===== config.mk =====
export PLATFORM = sky130hd
export DESIGN_NAME = dmem_arbiter
export DESIGN_NICKNAME = d
export VERILOG_FILES = /design/src/rtl/dmem_arbiter.sv
export SDC_FILE = /design/constraint.sdc
export NUM_CORES = 1
export LEC_CHECK = 0
export CORE_ASPECT_RATIO = 0.5
export CORE_MARGIN = 1
export CORE_UTILIZATION = 37
export DETAILED_ROUTE_END_ITERATION = 12
export GPL_ROUTABILITY_DRIVEN = 0
export GPL_TIMING_DRIVEN = 0
export HOLD_SLACK_MARGIN = 0.03
export PLACE_DENSITY = 0.69
export SYNTH_ARGS = -nofsm -noshare
export SYNTH_HDL_FRONTEND = slang
export SYNTH_SLANG_ARGS = --single-unit

===== constraint.sdc =====
create_clock -name CLOCK_50 -period 2.9 [get_ports CLOCK_50]
set_clock_uncertainty 0.05 [all_clocks]
set_input_delay 0.58 -clock CLOCK_50 [delete_from_list [all_inputs] [get_ports CLOCK_50]]
set_output_delay 0.58 -clock CLOCK_50 [all_outputs]
set_load 0.01 [all_outputs]

===== src/rtl/dmem_arbiter.sv =====
// dmem_arbiter: shares one single-port data RAM (combinational read, write on
// the clock edge) between the multicycle CPU and a host/loader burst port.
//
// Ports
//   CLOCK_50, rst_n      : clock, synchronous active-low reset
//   cpu_*                : CPU single-word lw/sw (byte address), level request,
//                          one-cycle cpu_ack with cpu_rdata
//   host_*               : host burst port (word address, beat count),
//                          host_wready / host_rvalid per beat, host_done pulse
//   mem_wr_en/index/entry: RAM control pins; mem_rdata is the RAM read data
//
// Build option
//   DMEM_ARB_HOST_PRIO_EN : when defined, a CPU/host tie in IDLE always goes to
//                           the host (program-load phases); otherwise the tie
//                           is resolved round-robin on last_grant.
module dmem_arbiter #(
  parameter int DATA_W = 32,
  parameter int ADDR_W = 5,
  parameter int LEN_W  = 5
) (
  input  logic              CLOCK_50,
  input  logic              rst_n,
  input  logic              cpu_req,
  input  logic              cpu_we,
  input  logic [31:0]       cpu_addr,
  input  logic [DATA_W-1:0] cpu_wdata,
  output logic              cpu_ack,
  output logic [DATA_W-1:0] cpu_rdata,
  input  logic              host_req,
  input  logic              host_we,
  input  logic [ADDR_W-1:0] host_addr,
  input  logic [LEN_W-1:0]  host_len,
  input  logic [DATA_W-1:0] host_wdata,
  output logic              host_wready,
  output logic              host_rvalid,
  output logic [DATA_W-1:0] host_rdata,
  output logic              host_busy,
  output logic              host_done,
  output logic              mem_wr_en,
  output logic [ADDR_W-1:0] mem_index,
  output logic [DATA_W-1:0] mem_entry,
  input  logic [DATA_W-1:0] mem_rdata
);

  localparam logic [1:0] IDLE     = 2'd0;
  localparam logic [1:0] CPU_ACC  = 2'd1;
  localparam logic [1:0] HOST_ACC = 2'd2;

  localparam logic GRANT_CPU  = 1'b0;
  localparam logic GRANT_HOST = 1'b1;

  logic [1:0]        state;
  logic              last_grant;

  logic              cpu_we_p0;
  logic [ADDR_W-1:0] cpu_idx_p0;
  logic [DATA_W-1:0] cpu_wdata_p0;

  logic              host_we_p0;
  logic [ADDR_W-1:0] host_base_p0;
  logic [LEN_W-1:0]  host_last_p0;
  logic [LEN_W-1:0]  host_cnt_p0;

  logic [ADDR_W-1:0] idx_hold;
  logic [DATA_W-1:0] entry_hold;

  logic              cpu_elig;
  logic              host_elig;
  logic              grant_cpu;
  logic              grant_host;
  logic [ADDR_W-1:0] host_idx;

  // Only the word-index bits of the CPU byte address select a RAM entry.
  logic unused_cpu_addr;
  assign unused_cpu_addr = ^{cpu_addr[31:ADDR_W+2], cpu_addr[1:0]};

`ifdef DMEM_ARB_HOST_PRIO_EN
  // last_grant is still tracked but does not steer ties in this build.
  logic unused_last_grant;
  assign unused_last_grant = last_grant;
`endif

  // A requester is not eligible in the cycle its completion pulse is high,
  // since it has not yet had a chance to drop its level request.
  assign cpu_elig  = cpu_req  & ~cpu_ack;
  assign host_elig = host_req & ~host_done;

  always_comb begin
    grant_cpu  = 1'b0;
    grant_host = 1'b0;
    if (state == IDLE) begin
      if (cpu_elig && host_elig) begin
`ifdef DMEM_ARB_HOST_PRIO_EN
        grant_host = 1'b1;
`else
        grant_cpu  = (last_grant == GRANT_HOST);
        grant_host = (last_grant == GRANT_CPU);
`endif
      end else begin
        grant_cpu  = cpu_elig;
        grant_host = host_elig;
      end
    end
  end

  // Burst address wraps modulo the RAM index space.
  assign host_idx  = host_base_p0 + ADDR_W'(host_cnt_p0);
  assign host_busy = (state == HOST_ACC);

  // RAM pins. Writes are gated by rst_n so a reset asserted mid-burst stops
  // RAM updates in that very cycle; outside an access the index/entry hold.
  always_comb begin
    mem_wr_en   = 1'b0;
    host_wready = 1'b0;
    mem_index   = idx_hold;
    mem_entry   = entry_hold;
    case (state)
      CPU_ACC: begin
        mem_index = cpu_idx_p0;
        mem_entry = cpu_wdata_p0;
        mem_wr_en = cpu_we_p0 & rst_n;
      end
      HOST_ACC: begin
        mem_index = host_idx;
        if (host_we_p0) begin
          mem_entry   = host_wdata;
          mem_wr_en   = rst_n;
          host_wready = rst_n;
        end
      end
      default: ;
    endcase
  end

  // ---- stage p0: arbitration / sequencing control ----
  always_ff @(posedge CLOCK_50) begin
    if (!rst_n) begin
      state       <= IDLE;
      last_grant  <= GRANT_HOST;
      cpu_ack     <= 1'b0;
      cpu_rdata   <= '0;
      host_rvalid <= 1'b0;
      host_rdata  <= '0;
      host_done   <= 1'b0;
      idx_hold    <= '0;
      entry_hold  <= '0;
    end else begin
      cpu_ack     <= 1'b0;
      host_rvalid <= 1'b0;
      host_done   <= 1'b0;
      idx_hold    <= mem_index;
      entry_hold  <= mem_entry;
      case (state)
        IDLE: begin
          if (grant_cpu) begin
            state      <= CPU_ACC;
            last_grant <= GRANT_CPU;
          end else if (grant_host) begin
            state      <= HOST_ACC;
            last_grant <= GRANT_HOST;
          end
        end
        CPU_ACC: begin
          // mem_rdata is the pre-write content of the index this cycle.
          cpu_rdata <= mem_rdata;
          cpu_ack   <= 1'b1;
          state     <= IDLE;
        end
        HOST_ACC: begin
          if (!host_we_p0) begin
            host_rdata  <= mem_rdata;
            host_rvalid <= 1'b1;
          end
          if (host_cnt_p0 == host_last_p0) begin
            state     <= IDLE;
            host_done <= 1'b1;
          end
        end
        default: state <= IDLE;
      endcase
    end
  end

  // ---- stage p0: access descriptors latched at grant ----
  always_ff @(posedge CLOCK_50) begin
    if (grant_cpu) begin
      cpu_we_p0    <= cpu_we;
      cpu_idx_p0   <= cpu_addr[ADDR_W+1:2];
      cpu_wdata_p0 <= cpu_wdata;
    end
    if (grant_host) begin
      host_we_p0   <= host_we;
      host_base_p0 <= host_addr;
      // A zero-length burst runs one beat, same as length 1.
      host_last_p0 <= (host_len == '0) ? '0 : host_len - LEN_W'(1);
      host_cnt_p0  <= '0;
    end else if (state == HOST_ACC) begin
      host_cnt_p0  <= host_cnt_p0 + LEN_W'(1);
    end
  end

endmodule


==> results.yml <==
detailed_routing:
  postRouteWirelength_um: 19100
  wl_per_cell_um: 17.29
  vias_per_cell: 4.926
  vias: 5443
  firstDrtPassIters: 9
  antenna_left: 0
  drc: 12
  drtIter0Drc: 176
global_routing:
  first_global_vias: 5489
  grt_max_degree: 25
  track_usage: 0.2068
  grt.overflow.total: 0
  grt_pass1_wl_um: 29720
  antenna_found_initial: 0
worst_setup_path:
  slowest_stage: "dfxtp_2"
  criticalPathCategory: "register to output port"
  cp-start-kind: "register"
  crit_start: "state[0]"
  critPathCaptureType: "output port"
  crit_end: "mem_entry[13]"
  arrival_ns: 2.16
  r2r-start: "state[0]"
  cp_max_fo: 5
  slowest_delay_ns: 0.32
  critPathBufInv: 3
  crit_chain: "inv_1 > ha_4 > and2_4 > buf_6 > a22o_1 > a221o_1 > dlygate4sd2_1"
  rrSetupSlack_ns: 0.85
  cp_top_family: "buffers and inverters"
  reg2reg_to: "host_rdata[6]"
  critPathRequiredTime_ns: 2.27
  worstSetupPathDepth: 7
  r2r_cells: 8
sta:
  hold_ws_ns: 0.4138
  worst_pin_slew_ns: 0.8535
  post-route-min-period_ns: 2.787
  max_freq_mhz: 358.8
  rsz0062_at_grt: "no"
  final-hold-violation-count: 0
  setup_ws_ns: 0.1132
  drv_slew: 0
  slew_headroom: 0.4304
  period_share: 0.9610
  setup_violations: 0
clock_tree:
  holdBufCountCts: 0
  clkTransAtPathRegs_ns: 0.07
  clock-root-buffer: "clkbuf_16"
  clk_latency_ns: 0.42
  cts_tree: "yes"
  cts_buffers: 17
  clockBufferDepth: 2
  cts-htree-levels: 4
  cts.sinks: 161
power_and_ir_drop:
  p_seq_frac: 0.380
  pwr-share-clk: 0.291
  p_int_mw: 5.224
  p_total_mw: 7.612
  p_sw_frac: 0.3137
  powerDensity_nw_per_um2: 775.9
  power_leakage_nw: 3.799
  peakVddDrop_v: 0.0004421
  switching_power_mw: 2.388
  power_frac_comb: 0.329
floorplanning:
  die_area_um2: 18780
  row_count: 34
  die_y_um: 97.40
  core_um2: 17570
  start_util: 0.3833
  ios: 251
  die_w_um: 192.8
finish:
  num-nets-final: 1012
  multi_input_area_um2: 2793
  diodes: 0
  seq_area_um2: 3721
  post-route-util: 0.5583
  fin_area_um2: 9809
  final_cell_mix: "184 x clkdlybuf4s50_1, 108 x dfxtp_1, 69 x nand2_1"
  fillers: 1539
  area_growth_syn_to_layout_pct: 45.67
  drive_above_1_share: 0.1183
  final_common_cell: "clkdlybuf4s50_1"
logic_synthesis:
  synth-async-reset-ratio: 0
  synth_top_family_by_area: "simple AND/OR/NAND/NOR gates"
  syn_nets: 767
  synthMuxAreaShare: 0.05072
  synth_warnings: 0
  synthAdderAreaFrac: 0.01970
  yosysTopAreaCell: "dfxtp_1"
  synth-edff-count: 49
  netlist.area_leader.share: 0.3330
  yosys-top-cells-area: "dfxtp_1 33%, edfxtp_1 22%, nor2b_1 5.2%, mux2i_1 4.9%, a221o_1 4.8%"
  yosysSeqAreaShare: 0.5515
  synth-compound-area-share: 0.1485
  synth_seq_cells: 161
  synth_xor_xnor_area_share: 0.01431
  yosys_most_used_dff: "dfxtp_1"
  syn_inst: 613
  yosys.area_share.simple: 0.1756
  netlist_area_um2: 6734
  ys_types: 45
  syn_avg_cell_area_um2: 10.99
placed_design:
  placed_cell_area_um2: 9279
  hpwlAfterDp_um: 13620
  io_buffer_count: 223
  dp_slack_ns: -0.2039
run_status:
  status: "complete, but fails checks"
  violations: "DRC"
hold_path:
  hp-class: "register to register"
job:
  max-cap-violations: 0
## through the flow
stage          std cells  TNS [ns]
2_1_floorplan        613         0
5_1_grt             1105         0
3_5_place_dp        1071    -3.198
4_1_cts             1104  -0.09861
3_3_place_gp        1070    -11.14
6_report            1105         0
## final cells by class
| class | count | area share |
|---|---|---|
| multi-input combinational | 394 | 0.2847 |
| clock buffer | 20 | 0.04452 |
| clock inverter | 12 | 0.01365 |
| tap | 234 | 0.02985 |
| timing repair buffer | 227 | 0.2151 |
| sequential | 161 | 0.3793 |
| inverter | 13 | 0.004974 |
| buffer | 44 | 0.02793 |
## layer usage
layer  GRT usage  routed length, um  vias up
li1            -                  -     2655
met1      0.2621               8441     2639
met2      0.3455               9376      135
met3     0.05489               1040       14
met4     0.05633                246        0
met5           0                  0        -
## registers in the layout (all words and copies together) (netlist names)
signal and flops:
state 2, entry_hold 32, cpu_idx_p0 5, cpu_we_p0 1, cpu_rdata 32, cpu_ack 1
host_rdata 32, host_rvalid 1, host_we_p0 1, host_last_p0 5, host_done 1, last_grant 1
host_base_p0 5, host_cnt_p0 5, idx_hold 5, cpu_wdata_p0 32
## worst min-delay path by stage
stage	slack (ns)	endpoint	startpoint	depth (start not counted)
3_3_place_gp	0.40	host_rdata[24]	host_rdata[24]	2
4_1_cts	0.42	host_rdata[15]	host_rdata[15]	2
5_1_grt	0.43	host_rdata[15]	host_rdata[15]	2
3_5_place_dp	0.41	host_rdata[15]	host_rdata[15]	2
6_report	0.41	host_rdata[3]	host_rdata[3]	2
2_1_floorplan	0.44	host_rdata[0]	host_rdata[0]	2
## logic make-up after synthesis
group | Yosys count
and+or+nand+nor | 219
DFF | 161
AOI/OAI and AO/OA | 120
buffers and inverters | 58
muxes | 34
xor gates and xnor gates | 11
adders and majority gates | 10
## tightest hold or removal path, cell delays in order (launching register included)
cell and delay [ns]:
dfxtp_1 0.31, nand2_1 0.04, a21boi_0 0.06
## Yosys cell counts (7+ instances only)
cell and count:
dfxtp_1 112, nand2_1 69, nor2b_1 56, edfxtp_1 49
and2_1 39, a21boi_0 33, mux2i_1 33, a221o_1 32
a22o_1 32, clkbuf_1 24, nor2_1 16, and2b_1 15
buf_2 13, inv_1 13, ha_1 9, xor2_1 9
a21oi_1 7
## power by group through the flow
stage,Combinational [mW],Sequential (mW),Clock [mW]
floorplan,1.34,2.96,0
finish,2.50,2.90,2.21
detailed placement,2.53,2.94,0
global placement,2.48,2.94,0
CTS,2.47,2.90,2.26
global route,2.72,2.93,2.36
## timing repair
item,in CTS,in global routing
pin swaps,1,3
buffers inserted,2,1
cloned,0,0
resized for setup,155,17
endpoints found under the setup margin,39,36
No activity file was read; power rests on OpenSTA's default activity.
